File: config.mk
export PLATFORM = sky130hd
export DESIGN_NAME = sad_accumulator
export DESIGN_NICKNAME = d
export VERILOG_FILES = /design/src/rtl/sad_accumulator.sv
export SDC_FILE = /design/constraint.sdc
export NUM_CORES = 1
export LEC_CHECK = 0
export CAP_MARGIN = 20
export CORE_MARGIN = 2
export CORE_UTILIZATION = 45
export CTS_CLUSTER_DIAMETER = 120
export CTS_CLUSTER_SIZE = 16
export DETAILED_ROUTE_END_ITERATION = 7
export HOLD_SLACK_MARGIN = 0.15
export PLACE_DENSITY_LB_ADDON = 0.15
export SETUP_SLACK_MARGIN = 0.02
export SLEW_MARGIN = 20
export SYNTH_ARGS = -nofsm -noshare
export SYNTH_HDL_FRONTEND = slang
export SYNTH_SLANG_ARGS = --single-unit
File: constraint.sdc
create_clock -name clk -period 5.1 [get_ports clk]
set_input_delay 1.02 -clock clk [delete_from_list [all_inputs] [get_ports clk]]
set_output_delay 1.02 -clock clk [all_outputs]
set_load 0.01 [all_outputs]
File: src/rtl/sad_accumulator.sv
// Sums ROWS beats of 8 absolute differences into one candidate SAD and tracks
// the minimum SAD and its index over NUM_CAND consecutive candidates.
module sad_accumulator #(
  parameter int unsigned DATAWIDTH = 8,
  parameter int unsigned ROWS      = 8,
  parameter int unsigned NUM_CAND  = 25,
  parameter int unsigned SADWIDTH  = DATAWIDTH + 3 + $clog2(ROWS),
  parameter int unsigned IDXWIDTH  = 5
) (
  input  logic                 clk,
  input  logic                 rst,
  input  logic                 search_start,
  input  logic                 in_valid,
  input  logic [DATAWIDTH-1:0] ad_0,
  input  logic [DATAWIDTH-1:0] ad_1,
  input  logic [DATAWIDTH-1:0] ad_2,
  input  logic [DATAWIDTH-1:0] ad_3,
  input  logic [DATAWIDTH-1:0] ad_4,
  input  logic [DATAWIDTH-1:0] ad_5,
  input  logic [DATAWIDTH-1:0] ad_6,
  input  logic [DATAWIDTH-1:0] ad_7,
  output logic [SADWIDTH-1:0]  sad,
  output logic [IDXWIDTH-1:0]  sad_idx,
  output logic                 sad_valid,
  output logic [SADWIDTH-1:0]  best_sad,
  output logic [IDXWIDTH-1:0]  best_idx,
  output logic                 best_valid,
  output logic                 busy
);

  localparam int unsigned RSW = DATAWIDTH + 3;
  localparam int unsigned RCW = $clog2(ROWS);
  localparam logic [RCW-1:0]      LAST_ROW  = RCW'(ROWS - 1);
  localparam logic [IDXWIDTH-1:0] LAST_CAND = IDXWIDTH'(NUM_CAND - 1);

  typedef enum logic [1:0] {
    IDLE = 2'd0,
    RUN  = 2'd1,
    DONE = 2'd2
  } state_t;

  state_t state;

  logic [RCW-1:0]      row_cnt;
  logic [IDXWIDTH-1:0] cand_cnt;
  logic                all_in;

  logic                s1_valid;
  logic                s1_first;
  logic                s1_last;
  logic [RSW-1:0]      s1_rowsum;
  logic [IDXWIDTH-1:0] s1_idx;

  logic [SADWIDTH-1:0] acc;

  logic [RSW-1:0] sum01, sum23, sum45, sum67, sum0123, sum4567, rowsum;

  logic                accept;
  logic [RCW-1:0]      eff_row;
  logic [IDXWIDTH-1:0] eff_cand;
  logic [SADWIDTH-1:0] acc_sum;

  always_comb begin
    sum01   = RSW'(ad_0) + RSW'(ad_1);
    sum23   = RSW'(ad_2) + RSW'(ad_3);
    sum45   = RSW'(ad_4) + RSW'(ad_5);
    sum67   = RSW'(ad_6) + RSW'(ad_7);
    sum0123 = sum01 + sum23;
    sum4567 = sum45 + sum67;
    rowsum  = sum0123 + sum4567;
  end

  // A row arriving with search_start belongs to the new search, so the
  // counters it sees are forced to zero rather than taken from the old search.
  always_comb begin
    accept   = in_valid && (search_start || (state == RUN && !all_in));
    eff_row  = search_start ? '0 : row_cnt;
    eff_cand = search_start ? '0 : cand_cnt;
    acc_sum  = (s1_first ? '0 : acc) + SADWIDTH'(s1_rowsum);
  end

  always_ff @(posedge clk) begin
    if (rst) begin
      state      <= IDLE;
      busy       <= 1'b0;
      row_cnt    <= '0;
      cand_cnt   <= '0;
      all_in     <= 1'b0;
      s1_valid   <= 1'b0;
      s1_first   <= 1'b0;
      s1_last    <= 1'b0;
      s1_rowsum  <= '0;
      s1_idx     <= '0;
      acc        <= '0;
      sad        <= '0;
      sad_idx    <= '0;
      sad_valid  <= 1'b0;
      best_sad   <= '0;
      best_idx   <= '0;
      best_valid <= 1'b0;
    end else begin
      sad_valid  <= 1'b0;
      best_valid <= 1'b0;
      s1_valid   <= accept;

      if (search_start) begin
        state    <= RUN;
        busy     <= 1'b1;
        row_cnt  <= '0;
        cand_cnt <= '0;
        all_in   <= 1'b0;
        acc      <= '0;
        best_sad <= '1;
        best_idx <= '0;
      end

      if (accept) begin
        s1_rowsum <= rowsum;
        s1_first  <= (eff_row == '0);
        s1_last   <= (eff_row == LAST_ROW);
        s1_idx    <= eff_cand;
        row_cnt   <= eff_row + RCW'(1);
        if (eff_row == LAST_ROW) begin
          cand_cnt <= eff_cand + IDXWIDTH'(1);
          all_in   <= (eff_cand == LAST_CAND);
        end
      end

      if (s1_valid && !search_start) begin
        acc <= acc_sum;
        if (s1_last) begin
          sad       <= acc_sum;
          sad_idx   <= s1_idx;
          sad_valid <= 1'b1;
        end
      end

      // Strict less-than keeps the earlier candidate on a tie.
      if (sad_valid && state == RUN && !search_start) begin
        if (sad < best_sad) begin
          best_sad <= sad;
          best_idx <= sad_idx;
        end
        if (sad_idx == LAST_CAND) begin
          best_valid <= 1'b1;
          state      <= DONE;
          busy       <= 1'b0;
        end
      end
    end
  end

endmodule

* Yosys cells after proc, flatten, opt, wreduce, memory -nomap -nowiden *
Index checks and enable logic that the tools add are counted.

word-level totals
  flip-flop bits (word level) = 85
  latch bits = 0
  RAM bits = 0
  memory bits (read-only) = 0
  output and inout bits = 41
  memories = 0

cells by class
  add/sub/neg operators = 10
  multiply operators = 0
  divide/modulo/power cells = 0
  order comparisons = 1
  equal/unequal tests = 4
  shifts and indexed selects = 0
  multiplexer cells = 25
  bitwise logic cells = 2
  reduce and logical (&&, ||, !) cells = 13

operator list
  operator             number
  $mux 14              6
  $add 8x8->9          4
  $mux 5               6
  $add 9x9->10         2
  $add 14x11->14       1
  $lt 14x14->1         1
  $add 10x10->11       1
  $eq 5x5->1 const B   2
  $mux 1               8
  $mux 2               3
  $mux 3               2
  $add 5x1->5 const B  1
  $logic_and 1x1->1    5
  $reduce_or 2->1      2
  $add 3x1->3 const B  1
  $eq 3x3->1 const B   1
  $logic_not 3->1      1
  $eq 2x1->1 const B   1
  $logic_not 1->1      2
  $not 1->1            2
  $reduce_and 2->1     1
  $reduce_bool 2->1    1
  $logic_or 1x1->1     1

* Logic depth before layout (Yosys ltp) *
  word-level depth = 5
  depth in mapped cells = 15
  mapped depth without buffers = 15

* Least setup slack after synthesis *
OpenSTA, ideal clock, no wires.

  kind = input to register
  start = input ad_0[2]
  end = register s1_rowsum[10]
  setup time = 135 ps
  arrival = 4640 ps
  required time = 4965 ps
  slack = 325 ps
  stages = 15
  buffers on the path = 0
  cells stage by stage = inv_1 > fa_1 > inv_1 > fa_1 > fa_1 > inv_1 > fa_1 > inv_1 > ha_1 > fa_1 > a21o_1 > a21oi_1 > o21ai_0 > a311oi_1 > nor3_1

between the ends
  word-level cells in the longest chain between the ends = 3

ends and longest elaborated chain
  item                  RTL line  source
  start, declared       14        input logic [DATAWIDTH-1:0] ad_0,
  $add 8x8->9           64        sum01 = RSW'(ad_0) + RSW'(ad_1);
  $add 9x9->10          68        sum0123 = sum01 + sum23;
  $add 10x10->11        70        rowsum = sum0123 + sum4567;
  end signal, assigned  118       s1_rowsum <= rowsum;
  end, declared         51        logic [RSW-1:0] s1_rowsum;

Every way passes these cells.
A chain may end at the register's enable or synchronous reset.

* Worst setup path after layout *
  start = input ad_3[2]
  end = register s1_rowsum[10]

between the ends
  word-level cells in the longest chain between the ends = 3

ends and longest elaborated chain
  item             RTL line  source
  start, declared  17        input logic [DATAWIDTH-1:0] ad_3,
  $add 8x8->9      65        sum23 = RSW'(ad_2) + RSW'(ad_3);
  $add 9x9->10     68
  $add 10x10->11   70

Every way passes these cells.

==> flow_summary.toml <==
[sta]
slew_headroom_pct = 43.14
hold-worst-slack_ns = 0.4544
setup-violations-final = 0
worst_slew_pin_slew_ns = 0.8517
setup-tns-final_ns = 0
drv_slew = 0
period_share_pct = 96.30
post-route-min-period_ns = 4.911
fmax_ghz = 0.2036
finalHoldViolCount = 0
rsz0062_at_grt = "no"
layout_setup_ws_ns = 0.1887
clock_skew_ns = 0.005637

[critical_path]
worstPathArrival_ns = 5.12
reg2regPathDepth = 9
critPathBufInv = 5
crit_family = "adder cells"
worst-path-max-fanout = 3
max_stage_delay_ns = 0.54
cp.depth = 16
endpoint_kind = "flip-flop"
critPathLaunchType = "primary input"
path_class = "in -> reg"
crit_path_top_delay_cell = "fa_1"
required_ns = 5.31
cp_cell_sequence = "clkdlybuf4s50_1, inv_1, fa_1, inv_1, fa_1, fa_1, inv_1, fa_1, inv_1, ha_2, fa_2, a21o_1, a21oi_2, o21ai_1, a311oi_1, nor3_1"
r2r_slack_ns = 2.33

[floorplan]
initial_core_util_pct = 46.31
io_pins = 109
die_area_um2 = 14630
fp.dieW_um = 121.0
core_um2 = 13300
die_h_um = 121.0
row_count = 42

[routing]
dr.pass1.iters = 4
vias = 5336
ant_nets = 0
via_per_inst = 5.268
drc = 0
drtIter0Drc = 265
drt_wl_total_mm = 13.91
detail_route.wl_per_cell_um = 13.73

[clock_network]
clock_path_buffers = 2
cts_buffers = 9
holdBufCountCts = 0
root_buffer = "clkbuf_16"
cts_setup_buffers = 0
tritoncts = "built"
clkTransAtPathRegs_ns = 0.06
htree_levels = 3
cts.sinks = 85
clkLatencyLatePin_ns = 0.33

[global_route]
grt_usage_pct = 20.14
grt_max_degree = 35
grt_pass1_wl_mm = 23.94
grt_pass1_vias = 5311
grt-ovfl-total = 0
antenna_found_initial = 0

[placement]
post_dp_cell_area_um2 = 7417
place_congestion = 0.8763
pre_cts_slack_ns = -0.3624
numPortBuffers = 108
post-dp-hpwl_mm = 11.01

[logic_synthesis]
synth_common_cells = "134 x inv_1, 85 x dfxtp_1, 78 x nand2_1"
yosysTopAreaCellShare_pct = 27.64
synth_area_leaders = "dfxtp_1 28%, fa_1 16%, inv_1 8.2%, ha_1 8.1%, nand2_1 4.8%"
ys_types = 59
synth_simple_gate_area_share_pct = 17.76
synth_xor_area_share_pct = 1.422
synth_nets = 888
synth_fa_ha_area_share_pct = 23.74
syn_inst = 732
synth_compound_area_share_pct = 16.95
syn-cell-area_um2 = 6157
synth_top_family_by_area = "adder cells"
ys_async_sr_fraction_pct = 0
synth_top_flop_cell = "dfxtp_1"
yosysSeqAreaShare_pct = 27.64
synth_area_leader_cell = "dfxtp_1"
yosysMostFrequentCell = "inv_1"
muxShareOfSynthArea_pct = 1.951
avgSynthCellArea_um2 = 8.411
yosys_register_bits = 85
synth-edff-count = 0
yosysWarnings = 0

[layout]
drive_above_1_share_pct = 6.213
antenna_cells = 0
nets = 988
area_growth_syn_to_layout_pct = 25.54
finalInstanceArea_um2 = 7730

[pwr]
p_per_area_nw_per_um2 = 338.7
leakagePower_uw = 0.003433
peakVddDrop_mv = 0.1984
fin_total_pwr_uw = 2618

[worst_hold_path]
holdPathStages = 1
hold_class = "reg -> reg"

[run_status]
status = "completed"

[job]
max_cap_violations = 0
-- kinds of logic (layout without fill, tap and decap cells) --
| kind of cell | after synthesis | count (layout) |
|---|---|---|
| fa+ha+maj | 88 | 88 |
| mux | 12 | 12 |
| compound gates | 151 | 151 |
| xor+xnor | 10 | 10 |
| buf+inv | 167 | 272 |
| flops | 85 | 85 |
| simple gates | 219 | 219 |
-- cell type report --
type / count / area (um2)
well taps: 176 / 220.2
clock buffers: 13 / 260.3
multi-input cells: 480 / 3820
clock inverters: 3 / 43.79
repair buffers: 122 / 1181
flip-flops and latches: 85 / 1702
fillers: 1186 / 5565
inverters: 134 / 503.0
-- metrics by stage --
step,util [%],instances
after global routing,58.14,1013
after CTS,58.10,1013
final,58.14,1013
after global placement,55.79,997
after detailed placement,55.79,997
after floorplan,-,732
-- flip-flops by register name, summed over array words and instances, names as in the netlist, 2 cells and up --
signal and cells:
acc 14, best_sad 14, sad 14, s1_rowsum 11, best_idx 5, cand_cnt 5, s1_idx 5, sad_idx 5
row_cnt 3, state 2
-- per-layer routing --
metal	GRT usage [%]	wire [um]
met3	2.397	587
met4	7.195	258
met5	0	0
met2	36.52	6899
met1	24.43	6164
-- report_power, final --
group / internal, uW / switching [uW] / total (uW)
combinational: 579 / 640 / 1220
clock: 407 / 257 / 664
sequential: 703 / 31.2 / 735
total: 1690 / 929 / 2620
-- path summary, 6_finish.rpt --
| check | endpoint | startpoint |
|---|---|---|
| max | s1_rowsum[10]$_SDFFE_PP0P_ | ad_3[2] |
| min | busy$_SDFF_PP0_ | busy$_SDFF_PP0_ |
| max reg2reg | acc[12]$_SDFFE_PP0P_ | s1_first$_SDFFE_PP0P_ |
| min reg2reg | busy$_SDFF_PP0_ | busy$_SDFF_PP0_ |
-- repair_timing --
item                       CTS  global route
pin swaps                    0             3
setup endpoints to repair    2             3
gates resized for setup      1             4
-- placed cells by master (no fill, tap or decap), types with 12 or more instances in the layout --
cell type        Yosys  routed
a211oi_1            15      15
ha_1                40      39
nor2_1              34      34
nand2_1             78      78
nand3_1             29      29
nor2b_1             14      14
inv_1              134     134
mux2i_1             12      12
dfxtp_1             85      85
clkdlybuf4s50_1      0     107
o21ai_0             23      22
buf_4                0      14
fa_1                48      47
a21oi_1             51      50
No activity file was read; power rests on OpenSTA's default activity.
==> RTL change, RTL diff (same flow settings) <==
Make the reset (`rst`) asynchronous in one clocked block.
--- a/src/rtl/sad_accumulator.sv
+++ b/src/rtl/sad_accumulator.sv
@@ -81,3 +81,3 @@
 
-  always_ff @(posedge clk) begin
+  always_ff @(posedge clk or posedge rst) begin
     if (rst) begin
Check against the original RTL: differs if rst is asserted again (counterexample within 4 cycles, from zero or initial values and one cycle with rst high); with rst held inactive, the same outputs for 10 cycles.
==> RTL change against the unedited design <==
  * Synthesized area increased by 1.2%
  * Clock skew up 0.0014 ns
  * Routed wire length decreased by 13%
  * Power increased by 10%
  * Die area rose by 1.1%
  * Worst hold slack gained 0.025 ns
  * Setup slack worse by 0.023 ns
  * Critical endpoint is now s1_rowsum[8]
  * Global-route usage fell by 2.5 points
  * Sequential cell count unchanged
  * Non-clock buffer count is 3 lower
  * Design area rose by 1.4%
==> RTL change: results (changes against the unedited design) <==
| Metric | Value |
|---|---|
| Status | finished, final reports clean |
| Worst rel slew slack | 33.0% (-10 points) |
| Synth async-reset ratio | 100% (+100 points) |
| Non-clock buffers | 119 (-2.5%) |
| H-tree depth | 3 (unchanged) |
| Sequential cell power | 805 µW (+9.5%) |
| Fillers | 1191 (+0.42%) |
| Overall Global Routing Usage | 17.7% (-2.5 points) |
| Starting DRT DRC Count | 278 (+4.9%) |
| Top cells by area, synth | dfrtp_1 (34%), fa_1 (15%), inv_1 (9.4%) |
| Min-delay src | s1_idx[1] |
| Routing usage on met3 | 2.39% (-0.0090 points) |
| Net Switching | 1.06 mW (+14%) |
| CP Max Fanout | 2 (-1) |
| Max Root-Sink Buffers | 2 (unchanged) |
| Multi-input gates | 407 (-15%) |
| GRT met2 Usage | 30.8% (-5.8 points) |
| Worst reg2reg setup slack | 2.19 ns (-0.14 ns) |
| Yosys cell types | 60 (+1.7%) |
| Adder-cell share of the synthesized area | 23.5% (-0.28 points) |
| Number of global-route vias before repair | 4834 (-9.0%) |
| RR Endpoint | acc[11] |
| Worst r2r src | s1_first |
| Crit path max-delay family | adder cells |
| Seq cells | 85 (unchanged) |
| Detailed Place HPWL | 9.59 mm (-13%) |
| Multiplexer share of the synthesized area | 4.50% (+2.5 points) |
| Synth Area in Compound Gates | 10.5% (-6.4 points) |
| Syn Nets | 826 (-7.0%) |
| Grt met1 use | 23.1% (-1.3 points) |
| Area of the multi-input gates | 3460 µm² (-9.5%) |
| Largest net degree at the start of global routing | 60 (+71%) |
| Drt wl/cell | 12.7 µm (-7.6%) |
| Most used DFF post-synth | dfrtp_1 |
| Logic inverters | 157 (+17%) |
| Met3 wire len | 460 µm (-22%) |
| Worst hold stages | 2 (+1) |
| Hold slack | 0.479 ns (+0.0246 ns) |
| Hold Crit Endpoint | sad_idx[1] |
| First-pass GRT wire length | 21.3 mm (-11%) |
| Internal | 1.83 mW (+8.3%) |
| Syn Area/Cell | 9.30 µm² (+11%) |
| Post-synthesis sequential area ratio | 34.1% (+6.5 points) |
| Met2 WL post-DR | 5.95 mm (-14%) |
| Synth Area in XOR/XNOR | 1.83% (+0.41 points) |
| Via density per instance | 4.89 (-7.2%) |
| M1 WL | 5.61 mm (-9.0%) |
| Critical Path End | s1_rowsum[8] |
| Synth cell count leaders | inv_1 (156), dfrtp_1 (85), nand2_1 (59), fa_1 (48), ha_1 (40) |
| Clock group share of total power | 21.6% (-3.8 points) |
| Register area | 2130 µm² (+25%) |
| Setup Skew | 0.00707 ns (+0.00143 ns) |
| Crit path DAT | 5.15 ns (+0.03 ns) |
| Post-Layout Cell Count | 959 (-5.3%) |
| Non-clk buf share | 14.8% (-0.50 points) |
| Clk tree area frac | 3.61% (-0.33 points) |
| GPL Wtd Cong | 0.838 (-4.4%) |
| Cell Count Post-Placement | 944 (-5.3%) |
| Clkbuf count | 11 (-2) |
## RTL change: cell types whose count changed in the layout (fill, tap and decap cells not counted), moves of 12 or more
cell,before,now
nand2_1,78,59
a211oi_1,15,3
dfxtp_1,85,0
inv_1,134,153
nand3_1,29,10
dfrtp_1,0,85
a21oi_1,50,16
## RTL change: what timing repair did
action                                  4_1_cts  5_1_grt
endpoints found under the hold margin         0        0
gates resized for setup                       0        8
endpoints found under the setup margin        0        3
buffers inserted                              0        0
## RTL change: metrics by stage
step / cell area [µm²] / utilization [%] / setup WS, ns
2_1_floorplan: 6230 / - / 0.208
3_3_place_gp: 7530 / 56.2 / -0.262
3_5_place_dp: 7530 / 56.2 / -0.321
4_1_cts: 7810 / 58.3 / 0.0220
5_1_grt: 7840 / 58.5 / 0.0393
6_report: 7840 / 58.5 / 0.165
## RTL change: cell families after synthesis
group	after synthesis
AND/OR/NAND/NOR	179
buffers and inverters	178
AO/OA/AOI/OAI	100
adder cells (fa/ha/maj)	88
flip-flops	85
multiplexers	27
XOR/XNOR	13
